==> config.mk <==
export PLATFORM = sky130hd
export DESIGN_NAME = multiciclo_muldiv
export DESIGN_NICKNAME = d
export VERILOG_FILES = /design/src/rtl/muldiv_pkg.sv /design/src/rtl/muldiv_step.sv /design/src/rtl/multiciclo_muldiv.sv
export SDC_FILE = /design/constraint.sdc
export NUM_CORES = 1
export LEC_CHECK = 0
export CAP_MARGIN = 20
export CORE_MARGIN = 5
export CORE_UTILIZATION = 49
export DETAILED_ROUTE_END_ITERATION = 16
export PLACE_DENSITY = 0.68
export SLEW_MARGIN = 25
export SYNTH_ARGS = -nofsm -noshare
export SYNTH_HDL_FRONTEND = slang
export SYNTH_SLANG_ARGS = --single-unit
==> constraint.sdc <==
create_clock -name clock -period 4.5 [get_ports clock]
set_clock_uncertainty 0.15 [all_clocks]
set_input_delay 0.675 -clock clock [delete_from_list [all_inputs] [get_ports clock]]
set_output_delay 0.675 -clock clock [all_outputs]
set_load 0.02 [all_outputs]
==> src/rtl/muldiv_pkg.sv <==
// rtl/muldiv_pkg.sv - shared op codes, FSM encoding and helpers for the iterative mul/div unit
package muldiv_pkg;

    localparam logic [2:0] MD_MUL    = 3'd0;
    localparam logic [2:0] MD_MULH   = 3'd1;
    localparam logic [2:0] MD_MULHSU = 3'd2;
    localparam logic [2:0] MD_MULHU  = 3'd3;
    localparam logic [2:0] MD_DIV    = 3'd4;
    localparam logic [2:0] MD_DIVU   = 3'd5;
    localparam logic [2:0] MD_REM    = 3'd6;
    localparam logic [2:0] MD_REMU   = 3'd7;

    typedef enum logic [1:0] {
        MD_IDLE = 2'd0,
        MD_CALC = 2'd1,
        MD_FIX  = 2'd2
    } mdState_t;

    // Every divide/remainder opcode has funct3[2] set.
    function automatic logic isDivOp(input logic [2:0] f);
        return f >= MD_DIV;
    endfunction

endpackage

==> src/rtl/muldiv_step.sv <==
// rtl/muldiv_step.sv - one radix-2 shift-add multiply or restoring divide iteration
module muldiv_step #(
    parameter int XLEN = 32
) (
    input  logic              isDiv,
    input  logic [2*XLEN-1:0] work,
    input  logic [XLEN-1:0]   operand,
    output logic [2*XLEN-1:0] nextWork
);

    logic [XLEN:0]   sum;
    logic [XLEN:0]   partial;
    logic [XLEN-1:0] diff;

    always_comb begin
        sum      = {1'b0, work[2*XLEN-1:XLEN]} + {1'b0, operand};
        // Shifted remainder needs XLEN+1 bits; the restored difference always fits XLEN.
        partial  = work[2*XLEN-1:XLEN-1];
        diff     = work[2*XLEN-2:XLEN-1] - operand;
        nextWork = work;
        if (isDiv) begin
            if (partial >= {1'b0, operand}) begin
                nextWork = {diff, work[XLEN-2:0], 1'b1};
            end else begin
                nextWork = {work[2*XLEN-2:0], 1'b0};
            end
        end else if (work[0]) begin
            nextWork = {sum, work[XLEN-1:1]};
        end else begin
            nextWork = {1'b0, work[2*XLEN-1:1]};
        end
    end

endmodule

==> src/rtl/multiciclo_muldiv.sv <==
// rtl/multiciclo_muldiv.sv - iterative RV32M multiply/divide unit with start/done handshake and flush
module multiciclo_muldiv
    import muldiv_pkg::*;
#(
    parameter int XLEN = 32
) (
    input  logic            clock,
    input  logic            reset_n,
    input  logic            start,
    input  logic [2:0]      funct3,
    input  logic [XLEN-1:0] opA,
    input  logic [XLEN-1:0] opB,
    input  logic            flush,
    output logic            busy,
    output logic            done,
    output logic [XLEN-1:0] result
);

    localparam int CW = $clog2(XLEN);
    localparam logic [XLEN-1:0] MIN_NEG  = {1'b1, {(XLEN-1){1'b0}}};
    localparam logic [XLEN-1:0] ALL_ONES = '1;
    localparam logic [CW-1:0]   CNT_ONE  = {{(CW-1){1'b0}}, 1'b1};

    mdState_t          state;
    logic [CW-1:0]     counter;
    logic [2:0]        opReg;
    logic [XLEN-1:0]   operand;
    logic [2*XLEN-1:0] work, nextWork, prodFix;
    logic              negRes, negRem;
    logic              aSigned, bSigned, aNeg, bNeg, divZero, divOvf;
    logic [XLEN-1:0]   absA, absB, quoFix, remFix, fixResult;

    assign busy = (state != MD_IDLE);

    always_comb begin
        aSigned = funct3 inside {MD_MULH, MD_MULHSU, MD_DIV, MD_REM};
        bSigned = funct3 inside {MD_MULH, MD_DIV, MD_REM};
        aNeg    = aSigned & opA[XLEN-1];
        bNeg    = bSigned & opB[XLEN-1];
        absA    = aNeg ? -opA : opA;
        absB    = bNeg ? -opB : opB;
        divZero = isDivOp(funct3) && (opB == '0);
        divOvf  = ((funct3 == MD_DIV) || (funct3 == MD_REM)) && (opA == MIN_NEG) && (opB == ALL_ONES);
    end

    always_comb begin
        prodFix = negRes ? -work : work;
        quoFix  = negRes ? -work[XLEN-1:0] : work[XLEN-1:0];
        remFix  = negRem ? -work[2*XLEN-1:XLEN] : work[2*XLEN-1:XLEN];
        case (opReg)
            MD_MUL:                      fixResult = prodFix[XLEN-1:0];
            MD_MULH, MD_MULHSU, MD_MULHU: fixResult = prodFix[2*XLEN-1:XLEN];
            MD_DIV, MD_DIVU:             fixResult = quoFix;
            default:                     fixResult = remFix;
        endcase
    end

    muldiv_step #(.XLEN(XLEN)) uStep (
        .isDiv   (isDivOp(opReg)),
        .work    (work),
        .operand (operand),
        .nextWork(nextWork)
    );

    always_ff @(posedge clock or negedge reset_n) begin
        if (!reset_n) begin
            state   <= MD_IDLE;
            counter <= '0;
            opReg   <= '0;
            operand <= '0;
            work    <= '0;
            negRes  <= 1'b0;
            negRem  <= 1'b0;
            done    <= 1'b0;
            result  <= '0;
        end else begin
            done <= 1'b0;
            if (flush) begin
                state   <= MD_IDLE;
                counter <= '0;
            end else begin
                case (state)
                    MD_IDLE: if (start) begin
                        opReg <= funct3;
                        // Special cases preload the final {remainder, quotient} with no sign fix-up.
                        if (divZero || divOvf) begin
                            work   <= divZero ? {opA, ALL_ONES} : {{XLEN{1'b0}}, opA};
                            negRes <= 1'b0;
                            negRem <= 1'b0;
                            state  <= MD_FIX;
                        end else begin
                            operand <= isDivOp(funct3) ? absB : absA;
                            work    <= {{XLEN{1'b0}}, (isDivOp(funct3) ? absA : absB)};
                            negRes  <= aNeg ^ bNeg;
                            negRem  <= aNeg;
                            counter <= CW'(XLEN - 1);
                            state   <= MD_CALC;
                        end
                    end
                    MD_CALC: begin
                        work <= nextWork;
                        if (counter == '0) begin
                            state <= MD_FIX;
                        end else begin
                            counter <= counter - CNT_ONE;
                        end
                    end
                    MD_FIX: begin
                        result <= fixResult;
                        done   <= 1'b1;
                        state  <= MD_IDLE;
                    end
                    default: state <= MD_IDLE;
                endcase
            end
        end
    end

endmodule

==> results.cfg <==
[critical_path]
cp.required_ns = 4.67
crit_fanout = 20
r2r_setup_slack_ns = 0.38
end_kind = flip-flop
crit_type = reg -> reg
rr_endpoint = work[56]
reg2reg_from = work[35]
worstPathArrival_ns = 4.29
rr_worst_depth = 11
startpoint_type = flip-flop

[synthesis]
synth_cell_type_count = 92
synth_flop_cell = dfrtp_1
seq_area_frac_synth = 0.230
postSynthAreaPerCell_um2 = 7.49
synth_edf_count = 0
syn-num-nets = 2192
yosys_warnings = 0
synth-async-reset-ratio = 1.00
ys_ff_latch = 141
synth_area_mm2 = 0.0153
synthCells = 2048

[route]
wl_per_cell_um = 24.7
drt-initial-drc-count = 1955
vias_per_cell = 6.54
vias = 16400
firstDrtPassIters = 10
drcViolationCount = 0
postRouteAntennaNets = 0
wirelength_mm = 61.8

[finish]
fill_cells = 2948
area_growth_pct = 14.4
final_nets = 2242
num_antenna_cells = 0
layout-drive-gt1-share = 0.0876
final_area_mm2 = 0.0175

[clock_network]
cts_tree = done
cts_made_buffers = 17
cts_num_sinks = 141
clk_latency_ns = 0.44
cts_setup_buffers = 0
post_cts_resized = 0
hold_buffers = 0
clk_path_buf_depth = 2
ctsHtreeMaxLevel = 4
cts_root_buffer = clkbuf_16
cts.clk_slew.worst_paths_ns = 0.06

[grt]
overflow = 0
first_global_vias = 15500
grt_start_max_net_pins = 93
grt_use_total = 0.340
grt_pass1_wl_mm = 93.1
antenna_found_initial = 1

[die]
initial_core_util = 0.499
die_height_um = 187
std_cell_rows = 64
die_area_mm2 = 0.0349
ios = 105
core_area_mm2 = 0.0307
die_x_um = 187

[timing]
fmax_ghz = 0.243
fin_crit_ns = 4.12
slew_headroom = 0.375
finalSetupTns_ns = 0
report.final.hold_viol_count = 0
timing.final.max_slew_violations = 0
rsz0062_at_grt = no
tightest_slew_ns = 0.937
setup_viol_count_final = 0
period_share = 0.915

[power_and_ir_drop]
peakVddDrop_uv = 393
powerDensity_mw_per_mm2 = 877
leakagePower_uw = 0.00730

[min_path]
hold_class = in -> async

[place]
portBuffers = 104
gp_congestion = 1.03
place_area_mm2 = 0.0169
place_hpwl_mm = 48.0

[run]
drv_cap = 0

[status]
status = completed
-- worst max path at each step --
stage            endpoint     start  cells after the start
2_1_floorplan  result[28]  work[32]                     12
3_3_place_gp     work[17]    opB[6]                      9
3_5_place_dp     work[12]    opA[3]                      8
4_1_cts          work[56]  work[35]                     11
5_1_grt          work[56]  work[35]                     11
6_report         work[56]  work[35]                     11
-- power breakdown --
group	internal [uW]	switching, uW	leakage (uW)
combinational	4280	6750	0.00524
clock	948	613	0.000301
sequential	1850	929	0.00175
total	7090	8290	0.00730
-- cell type report --
cell class / count / area (um^2) / share of cell area
Clock buffer: 19 / 443 / 0.0253
Clock inverter: 13 / 190 / 0.0108
Multi-Input combinational cell: 1679 / 10900 / 0.623
Timing Repair Buffer: 187 / 1670 / 0.0954
Sequential cell: 141 / 3530 / 0.201
Inverter: 72 / 270 / 0.0154
Tap cell: 396 / 495 / 0.0283
-- sequential cells by signal, indices dropped and copies added, names as in the netlist --
signal and flops:
done 1, result 32, negRem 1, operand 32, work 64, state 2
counter 5, negRes 1, opReg 3
-- per-stage QoR --
step / util / power (uW) / worst slack, ns / instances / hold slack [ns]
after CTS: 0.570 / 15000 / 0.526 / 2507 / 0.224
final: 0.570 / 15400 / 0.382 / 2507 / 0.189
after floorplan: - / 9940 / 1.22 / 2048 / 0.229
after global placement: 0.550 / 13300 / 0.525 / 2475 / 0.316
after global routing: 0.570 / 16300 / 0.345 / 2507 / 0.247
after detailed placement: 0.550 / 13400 / 0.465 / 2475 / 0.320
-- placed cells by master (no fill, tap or decap), drive strengths merged, types with 11 or more instances in the layout --
| cell | instances |
|---|---|
| or4 | 24 |
| inv | 73 |
| o31ai | 34 |
| ha | 71 |
| and3 | 17 |
| a211oi | 33 |
| nand3 | 38 |
| o21ai | 190 |
| nor4 | 21 |
| dfrtp | 141 |
| mux2 | 14 |
| o41ai | 12 |
| or3 | 18 |
| mux2i | 60 |
| o21a | 20 |
| buf | 85 |
| a31oi | 11 |
| a21oi | 225 |
| xnor2 | 129 |
| clkdlybuf4s50 | 102 |
| nand2b | 15 |
| o211ai | 16 |
| o22ai | 14 |
| nand2 | 209 |
| xor2 | 60 |
| clkbuf | 19 |
| a21o | 39 |
| a221oi | 13 |
| nor3 | 48 |
| nor2 | 169 |
| nand4 | 25 |
-- worst max-delay path: stages (launching register included) --
cell and delay, ns:
dfrtp_1 0.42, ha_1 0.40, nand2_1 0.12, a211oi_1 0.47, o21ai_0 0.24, a2111oi_0 0.69
or3_1 0.34, o21ai_4 0.28, buf_4 0.30, a32oi_1 0.20, o211ai_1 0.11, o221a_2 0.27
-- logic make-up (layout without fill, tap and decap cells) --
group	Yosys count	count (layout)	share of synthesized area
fa+ha+maj	73	73	0.0606
compound gates	707	707	0.290
xor+xnor	189	189	0.108
simple gates	636	636	0.203
buf+inv	228	291	0.0587
flops	141	141	0.230
mux	74	74	0.0495
-- synthesized netlist by cell type, types with 11 or more instances --
| master | instances | area [um^2] |
|---|---|---|
| a21oi_1 | 224 | 1120 |
| nand2_1 | 209 | 785 |
| o21ai_0 | 175 | 876 |
| nor2_1 | 167 | 627 |
| dfrtp_1 | 141 | 3530 |
| xnor2_1 | 129 | 1130 |
| clkbuf_1 | 125 | 469 |
| ha_1 | 71 | 888 |
| inv_1 | 71 | 267 |
| mux2i_1 | 60 | 601 |
| xor2_1 | 60 | 526 |
| nor3_1 | 45 | 225 |
| a21o_1 | 39 | 293 |
| nand3_1 | 38 | 190 |
| o31ai_1 | 33 | 248 |
| a211oi_1 | 32 | 240 |
| nand4_1 | 25 | 156 |
| o21a_1 | 20 | 150 |
| or4_1 | 18 | 135 |
| and3_1 | 17 | 106 |
| nor4_1 | 17 | 106 |
| o211ai_1 | 16 | 120 |
| or3_1 | 16 | 100 |
| nand2b_1 | 15 | 93.8 |
| buf_2 | 14 | 70.1 |
| mux2_2 | 14 | 158 |
| o22ai_1 | 14 | 87.6 |
| a221oi_1 | 13 | 114 |
| o21ai_1 | 13 | 65.1 |
| buf_1 | 12 | 45.0 |
| a31oi_1 | 11 | 68.8 |
| o41ai_1 | 11 | 96.3 |
-- metal layers --
metal,vias up,wire length (um),track usage
li1,7558,-,-
met5,-,20,0
met4,2,2740,0.130
met3,144,7470,0.111
met2,922,25900,0.505
met1,7762,25600,0.462
No activity file was read; power rests on OpenSTA's default activity.
